--- src/rtl/imm_pkg.sv ---
// Shared types and the immediate construction function for the decode-stage immediate extender.
// build_imm returns a 32-bit immediate that is already sign-correct at bit 31; callers widen it by sign extension.
package imm_pkg;

    localparam int unsigned IMM_BASE_W = 32;

    typedef enum logic [2:0] {
        IMM_I = 3'b000,
        IMM_S = 3'b001,
        IMM_B = 3'b010,
        IMM_J = 3'b011,
        IMM_U = 3'b100,
        IMM_Z = 3'b101
    } imm_src_e;

    typedef enum logic [1:0] {
        BUF_EMPTY,
        BUF_ONE,
        BUF_FULL
    } buf_state_e;

    typedef struct packed {
        logic                  illegal;
        logic [IMM_BASE_W-1:0] imm;
    } imm_res_t;

    // Zimm has bit 31 clear, so sign-extending every result to XLEN is also correct for it.
    function automatic imm_res_t build_imm(input logic [31:7] instr, input logic [2:0] src);
        imm_res_t r;
        r.illegal = 1'b0;
        r.imm     = '0;
        case (src)
            IMM_I:   r.imm = {{20{instr[31]}}, instr[31:20]};
            IMM_S:   r.imm = {{20{instr[31]}}, instr[31:25], instr[11:7]};
            IMM_B:   r.imm = {{19{instr[31]}}, instr[31], instr[7], instr[30:25], instr[11:8], 1'b0};
            IMM_J:   r.imm = {{11{instr[31]}}, instr[31], instr[19:12], instr[20], instr[30:21], 1'b0};
            IMM_U:   r.imm = {instr[31:12], 12'b0};
            IMM_Z:   r.imm = {27'b0, instr[19:15]};
            default: r.illegal = 1'b1;
        endcase
        return r;
    endfunction

endpackage

--- src/rtl/imm_build.sv ---
// Combinational immediate decode: instruction bits and type select to XLEN-wide immediate plus illegal flag.
module imm_build
    import imm_pkg::*;
#(
    parameter int unsigned XLEN = 32
) (
    input  logic [31:7]     instr,
    input  logic [2:0]      immSrc,
    output logic [XLEN-1:0] ImmExt,
    output logic            illegal
);

    imm_res_t res;

    always_comb begin
        res     = build_imm(instr, immSrc);
        ImmExt  = XLEN'($signed(res.imm));
        illegal = res.illegal;
    end

endmodule

--- src/rtl/imm_ext_pipe.sv ---
// Registered immediate extender with a two-entry skid buffer on a valid/ready output interface.
// in_ready depends only on registered state; flush empties the buffer and drops any offered beat.
module imm_ext_pipe
    import imm_pkg::*;
#(
    parameter int unsigned XLEN = 32
) (
    input  logic            clk,
    input  logic            reset_n,
    input  logic            flush,
    input  logic            in_valid,
    output logic            in_ready,
    input  logic [31:7]     instr,
    input  logic [2:0]      immSrc,
    output logic            out_valid,
    input  logic            out_ready,
    output logic [XLEN-1:0] ImmExt,
    output logic            illegal
);

    buf_state_e      state, state_nxt;
    logic [XLEN-1:0] new_imm, main_imm, skid_imm;
    logic            new_ill, main_ill, skid_ill;
    logic            acc, pop;

    imm_build #(.XLEN(XLEN)) u_build (
        .instr   (instr),
        .immSrc  (immSrc),
        .ImmExt  (new_imm),
        .illegal (new_ill)
    );

    assign acc = in_valid & in_ready;
    assign pop = out_valid & out_ready;

    always_ff @(posedge clk or negedge reset_n) begin
        if (!reset_n) state <= BUF_EMPTY;
        else          state <= state_nxt;
    end

    always_comb begin
        state_nxt = state;
        if (flush) begin
            state_nxt = BUF_EMPTY;
        end else begin
            case (state)
                BUF_EMPTY: if (acc) state_nxt = BUF_ONE;
                BUF_ONE: begin
                    if (acc && !pop)      state_nxt = BUF_FULL;
                    else if (!acc && pop) state_nxt = BUF_EMPTY;
                end
                BUF_FULL:  if (pop) state_nxt = BUF_ONE;
                default:   state_nxt = BUF_EMPTY;
            endcase
        end
    end

    always_comb begin
        in_ready  = (state != BUF_FULL);
        out_valid = (state != BUF_EMPTY);
    end

    // Main entry drives the outputs, so it is reset; the skid entry is only read while valid.
    always_ff @(posedge clk or negedge reset_n) begin
        if (!reset_n) begin
            main_imm <= '0;
            main_ill <= 1'b0;
        end else if (!flush) begin
            if (state == BUF_FULL && pop) begin
                main_imm <= skid_imm;
                main_ill <= skid_ill;
            end else if (acc && (state == BUF_EMPTY || pop)) begin
                main_imm <= new_imm;
                main_ill <= new_ill;
            end
        end
    end

    always_ff @(posedge clk) begin
        if (!flush && acc && state == BUF_ONE && !pop) begin
            skid_imm <= new_imm;
            skid_ill <= new_ill;
        end
    end

    assign ImmExt  = main_imm;
    assign illegal = main_ill;

endmodule

--- config.mk ---
export PLATFORM = sky130hd
export DESIGN_NAME = imm_ext_pipe
export DESIGN_NICKNAME = d
export VERILOG_FILES = /design/src/rtl/imm_pkg.sv /design/src/rtl/imm_build.sv /design/src/rtl/imm_ext_pipe.sv
export SDC_FILE = /design/constraint.sdc
export NUM_CORES = 1
export LEC_CHECK = 0
export CORE_ASPECT_RATIO = 0.6
export CORE_UTILIZATION = 50
export CTS_CLUSTER_SIZE = 25
export DETAILED_ROUTE_END_ITERATION = 8
export PLACE_DENSITY = 0.78
export REMOVE_ABC_BUFFERS = 1
export SLEW_MARGIN = 20
export SYNTH_ARGS = -nofsm -noshare
export SYNTH_HDL_FRONTEND = slang
export SYNTH_HIERARCHICAL = 1
export SYNTH_SLANG_ARGS = --single-unit
export TNS_END_PERCENT = 20
--- constraint.sdc ---
create_clock -name clk -period 4.6 [get_ports clk]
set_input_delay 1.15 -clock clk [delete_from_list [all_inputs] [get_ports clk]]
set_output_delay 1.15 -clock clk [all_outputs]
set_load 0.05 [all_outputs]
==> results of run 1 <==
==> worst max-delay path, cell delays in order <==
cell and delay [ns]:
clkdlybuf4s50_1 0.83, and2_0 0.45, a21oi_1 0.22, o22ai_1 0.14, mux2_2 0.33, mux2_2 0.26
==> area by class of cell <==
cell class | instances | area, sq um
Tap cell | 84 | 105
Multi-Input combinational cell | 150 | 1400
Clock buffer | 10 | 239
Clock inverter | 6 | 62.6
Fill cell | 479 | 1950
Sequential cell | 68 | 1870
Timing Repair Buffer | 71 | 708
==> layer usage <==
metal	global-route usage, %	up-vias	part of all wire [%]
met5	0	-	0
met4	6.76	0	0.97
met3	7.29	10	5.6
met2	31.2	83	43
met1	31.9	1100	51
li1	-	1010	-
==> where the power goes <==
group | switching (mW) | internal [mW] | total (mW)
Clock | 0.259 | 0.433 | 0.692
Sequential | 0.0354 | 0.704 | 0.740
Combinational | 0.325 | 0.226 | 0.550
Total | 0.619 | 1.36 | 1.98
==> cell usage in the layout, fill, tap and decap left out, types with 2 or more instances in the layout <==
cell type and instances:
mux2i_1 7, nand2_1 5, a21oi_1 15, clkbuf_16 9
buf_4 3, clkinvlp_4 2, nor2b_2 2, mux2_2 54
clkdlybuf4s50_1 66, and2_1 2, a21o_1 11, nor2b_1 7
or2_2 2, edfxtp_1 33, nor2_1 3, o21ai_1 4
o22ai_1 7, mux2_4 12, dfrtp_1 35
==> cells by family (layout without fill, tap and decap cells) <==
family,count (synthesis),after routing
and+or+nand+nor,31,31
AOI/OAI and AO/OA,45,45
xor gates and xnor gates,1,1
buffers and inverters,16,87
DFF,68,68
muxes,73,73
==> path summary, 6_finish.rpt <==
path,startpoint,end,cells after the start
max,immSrc[1],ImmExt[15],6
min,ImmExt[15],ImmExt[15],1
max reg2reg,state[0],illegal,4
min reg2reg,ImmExt[15],ImmExt[15],1
max in group asynchronous,reset_n,ImmExt[10],1
min in group asynchronous,reset_n,ImmExt[11],1
==> state kept, by name, indices dropped and copies added (netlist names) <==
| register | count |
|---|---|
| ImmExt | 32 |
| illegal | 1 |
| skid_ill | 1 |
| skid_imm | 32 |
| state | 2 |
==> results.tsv, run 1 <==
stage	metric	value	unit
outcome	outcome	finished clean	
synth	register bit total from synthesis	68	
grt	vias in the first global route	2115	
sta	RSZ-0062 raised after global routing	false	
synth	top area cells in the synthesized netlist	edfxtp_1, dfrtp_1, mux2_2	
setup_path	Req. time, crit path	4.81	ns
synth	Mapped Cells	234	
cts	CTS tree	yes	
sta	Max-slew headroom	44.2	%
final_layout	non-filler instance count after layout	389	
synth	largest area contributor in the netlist	edfxtp_1	
cts	# clock sinks	68	
sta	actual slew at the worst max-slew pin	0.836	ns
grt	largest net degree at the start of global routing	36	
synth	largest family of logic cells by synthesized area	multiplexers	
final_layout	Finished Cell Area	4390	sq um
synth	async set-reset flop share out of synthesis	51.5	%
final_layout	Layout Nets	333	
route	Vias/cell	5.66	
grt	global route overflow	0	
setup_path	CP Max Fanout	18	
route	DRT Pass-1 Iters	4	
placement	pre-CTS setup slack	1.15	ns
route	DR WL/cell	18.5	um
grt	initial antenna violation count	0	
floorplan	Initial Utilization	53.7	%
cts	clk_lat worst skew	0.33	ns
grt	GRT Util Overall	22.0	%
synth	mapped cell area	3400	sq um
route	number of DRC markers in iteration 0	132	
pwr	Max VDD drop	0.342	mV
grt	first-pass GRT wire length	11300	um
synth	Post-synth EDFFs	33	
placement	RePlAce Congestion	0.760	
synth	top-count cell post-synth	mux2_2	
setup_path	Data arrival, critical path	3.38	ns
cts	TritonCTS buffer count	9	
route	routed wire length	7190	um
cts	clock buffer depth	2	
setup_path	Setup CP Type	input port to flip-flop	
synth	Synth Area in XOR/XNOR	0.810	%
final_layout	final design utilization	69.3	%
route	DRC	0	
cts	htree depth	3	
sta	Fin. Hold Viols	0	
sta	Worst Skew	0.00558	ns
sta	final worst slack	1.43	ns
pwr	Leakage	1.81	nW
synth	Post-Synth Simple-Gate Area	6.26	%
cts	Clock Tree Root	clkbuf_16	
synth	post-synthesis mux area share	25.3	%
setup_path	CP Capture Type	flip-flop	
floorplan	std cell rows	22	
route	post-route ant nets	0	
synth	synth warn	6	
pwr	Final Total Pwr	1.98	mW
sta	hold slack	0.506	ns
pwr	Pwr Density	452	nW/um^2
synth	Synth Area in Compound Gates	8.84	%
setup_path	R2R setup slack	2.54	ns
cts	cts-stage hold buffer count	0	
cts	cts repair resizes	0	
floorplan	Die H	65.8	um
floorplan	chip width	108	um
final_layout	n_diodes	0	
setup_path	Setup crit start kind	input port	
floorplan	Die ar.	7140	sq um
sta	Max Clk Rate	0.315	GHz
synth	ys flop type	dfrtp_1	
cts	postcts setup bufs	0	
synth	Yosys top cell area share	29.2	%
final_layout	area grow syn2layout	29.1	%
sta	Setup TNS Final	0	ns
route	via count of the routed design	2203	
sta	Setup-failing EPs final	0	
floorplan	Ports	68	
job	# Max-Cap Violations	0	
floorplan	core area	6330	sq um
cts	clock slew at reported path FFs	0.05	ns
synth	sequential element share of the synthesized area	55.0	%
synth	Post-synth top cells	mux2_2, dfrtp_1, edfxtp_1	
placement	Placed Instances	373	
sta	Final Max Tran Viols	0	
placement	post-placement cell area	4080	sq um
min_path	Worst Hold Class	flip-flop to flip-flop	
sta	Period minus WS final	3.17	ns
placement	Final HPWL DP	4780	um
placement	IO buf count	67	
final_layout	share of cells above drive strength 1	32.1	%
synth	synthesized area per cell	14.5	sq um
synth	number of distinct library cells after synthesis	40	
sta	crit share post-route	69.0	%
synth	adder-cell share of the synthesized area	0	%
(Power assumes the default switching activity.)
==> inputs of run 2 (changes only) <==
==> constraint.sdc (replaced) <==
create_clock -name clk -period 3.27 [get_ports clk]
set_input_delay 0.8175 -clock clk [delete_from_list [all_inputs] [get_ports clk]]
set_output_delay 0.8175 -clock clk [all_outputs]
set_load 0.05 [all_outputs]
==> run 2 against run 1 <==
  * Sequential cell count did not move
  * Final area up 1.1%
  * Non-clock buffer count increased by 3
==> results.tsv, run 2 (synthesis results as in run 1) <==
stage	metric	value	unit	change
route	DRT Pass-1 Iters	4		unchanged
sta	RSZ-0062 raised after global routing	false		
sta	actual slew at the worst max-slew pin	0.857	ns	+0.0205 ns
floorplan	Ports	68		unchanged
route	routed wire length	7390	um	+2.8%
route	DRC	0		unchanged
placement	Final HPWL DP	4680	um	-2.2%
setup_path	CP Max Fanout	6		-12
route	number of DRC markers in iteration 0	123		-6.8%
final_layout	commonest non-fill, non-tap cell in the layout	clkdlybuf4s50_1		
pwr	Clk pwr share	36.7	%	+1.8 points
job	# Max-Cap Violations	0		unchanged
setup_path	Data arrival, critical path	1.80	ns	-1.58 ns
placement	IO buf count	67		unchanged
final_layout	non-filler instance count after layout	392		+0.77%
outcome	outcome	finished clean		
pwr	Leakage	1.85	nW	+1.9%
setup_path	Setup crit start kind	flip-flop		
cts	postcts setup bufs	0		unchanged
sta	Final Max Tran Viols	0		unchanged
route	DR WL/cell	18.8	um	+2.0%
sta	Worst Skew	0.00722	ns	+0.00164 ns
route	Vias/cell	5.64		-0.50%
sta	crit share post-route	80.1	%	
cts	# clock sinks	68		unchanged
cts	htree depth	3		unchanged
sta	Setup-failing EPs final	0		unchanged
cts	clk_lat worst skew	0.33	ns	about the same
final_layout	area grow syn2layout	30.5	%	
cts	cts repair resizes	0		unchanged
pwr	Combinational Power Share	27.1	%	-0.7 points
cts	clock buffer depth	2		unchanged
pwr	NetSw	882	uW	+42%
grt	vias in the first global route	2301		+8.8%
grt	GRT Util Overall	23.0	%	+0.98 points
placement	Placed Instances	376		+0.80%
floorplan	std cell rows	22		unchanged
pwr	Sw Ratio	30.6	%	-0.64 points
setup_path	CP Capture Type	primary output		
cts	clock slew at reported path FFs	0.06	ns	about the same
pwr	Max VDD drop	0.513	mV	+50%
grt	global route overflow	0		unchanged
placement	RePlAce Congestion	0.831		+9.4%
sta	Max Clk Rate	0.382	GHz	
grt	largest net degree at the start of global routing	36		unchanged
floorplan	core area	6330	sq um	unchanged
sta	Period minus WS final	2.62	ns	
pwr	Pwr Density	650	nW/um^2	+44%
floorplan	Die ar.	7140	sq um	unchanged
cts	Clock Tree Root	clkbuf_16		
final_layout	share of cells above drive strength 1	33.1	%	+0.99 points
cts	cts-stage hold buffer count	0		unchanged
pwr	internal power	2.00	mW	+47%
sta	Max-slew headroom	42.9	%	-1.4 points
floorplan	Die H	65.8	um	unchanged
final_layout	# fillers	461		-3.8%
min_path	Worst Hold Class	flip-flop to flip-flop		
final_layout	Layout Nets	336		+0.90%
route	post-route ant nets	0		unchanged
cts	CTS tree	yes		
setup_path	Setup CP Type	flip-flop to primary output		
grt	first-pass GRT wire length	12100	um	+7.2%
cts	TritonCTS buffer count	9		unchanged
sta	final worst slack	0.651	ns	-0.777 ns
final_layout	most frequent cells in the layout	clkdlybuf4s50_1, mux2_2, dfrtp_1		
setup_path	Req. time, crit path	2.45	ns	-2.36 ns
final_layout	final design utilization	70.0	%	+0.75 points
floorplan	Initial Utilization	53.7	%	unchanged
placement	pre-CTS setup slack	0.418	ns	-0.734 ns
sta	Setup TNS Final	0	ns	unchanged
sta	Fin. Hold Viols	0		unchanged
floorplan	chip width	108	um	unchanged
pwr	sequential share of power	36.2	%	-1.1 points
final_layout	n_diodes	0		unchanged
route	via count of the routed design	2209		+0.27%
grt	initial antenna violation count	0		unchanged
==> run 2: layout make-up <==
type | count | area, sq um | share of cell area, %
Clock inverter | 6 | 87.6 | 1.98
Sequential cell | 68 | 1870 | 42.1
Clock buffer | 10 | 239 | 5.39
Timing Repair Buffer | 74 | 731 | 16.5
Tap cell | 84 | 105 | 2.37
Multi-Input combinational cell | 150 | 1400 | 31.7
==> run 2: path summary, 6_finish.rpt <==
kind | end | from | depth (start not counted) | slack [ns]
max | out_valid | state[1] | 2 | 0.65
min | ImmExt[12] | ImmExt[12] | 1 | 0.51
max reg2reg | illegal | state[0] | 3 | 1.51
min reg2reg | ImmExt[12] | ImmExt[12] | 1 | 0.51
max in group asynchronous | ImmExt[4] | reset_n | 1 | 2.13
min in group asynchronous | illegal | reset_n | 1 | 0.60
==> run 2: per-stage QoR <==
step	hold WS, ns	total power, mW	instance area [sq um]
finish	0.507	2.88	4430
global route	0.521	2.98	4430
CTS	0.512	2.90	4430
detailed placement	0.495	1.84	4110
global placement	0.490	1.82	4110
floorplan	0.522	1.54	3270
==> run 2: layer usage <==
layer  wire (um)  track usage (%)  share of wire [%]
met5           0                0                  0
met4          97             6.76                1.3
met3         513             6.80                6.9
met2        3220             34.1                 44
met1        3560             32.7                 48
==> run 2: power groups by stage <==
stage	clock network (mW)	logic, mW	registers, mW
2_1_floorplan	0	0.210	1.33
3_3_place_gp	0	0.769	1.06
3_5_place_dp	0	0.778	1.06
4_1_cts	1.07	0.785	1.05
5_1_grt	1.10	0.819	1.06
6_report	1.06	0.780	1.04
==> run 2: critical path, cell delays in order, from the launching register on <==
cell	delay, ns
dfrtp_1	0.45
or2_2	0.32
clkdlybuf4s50_1	0.70
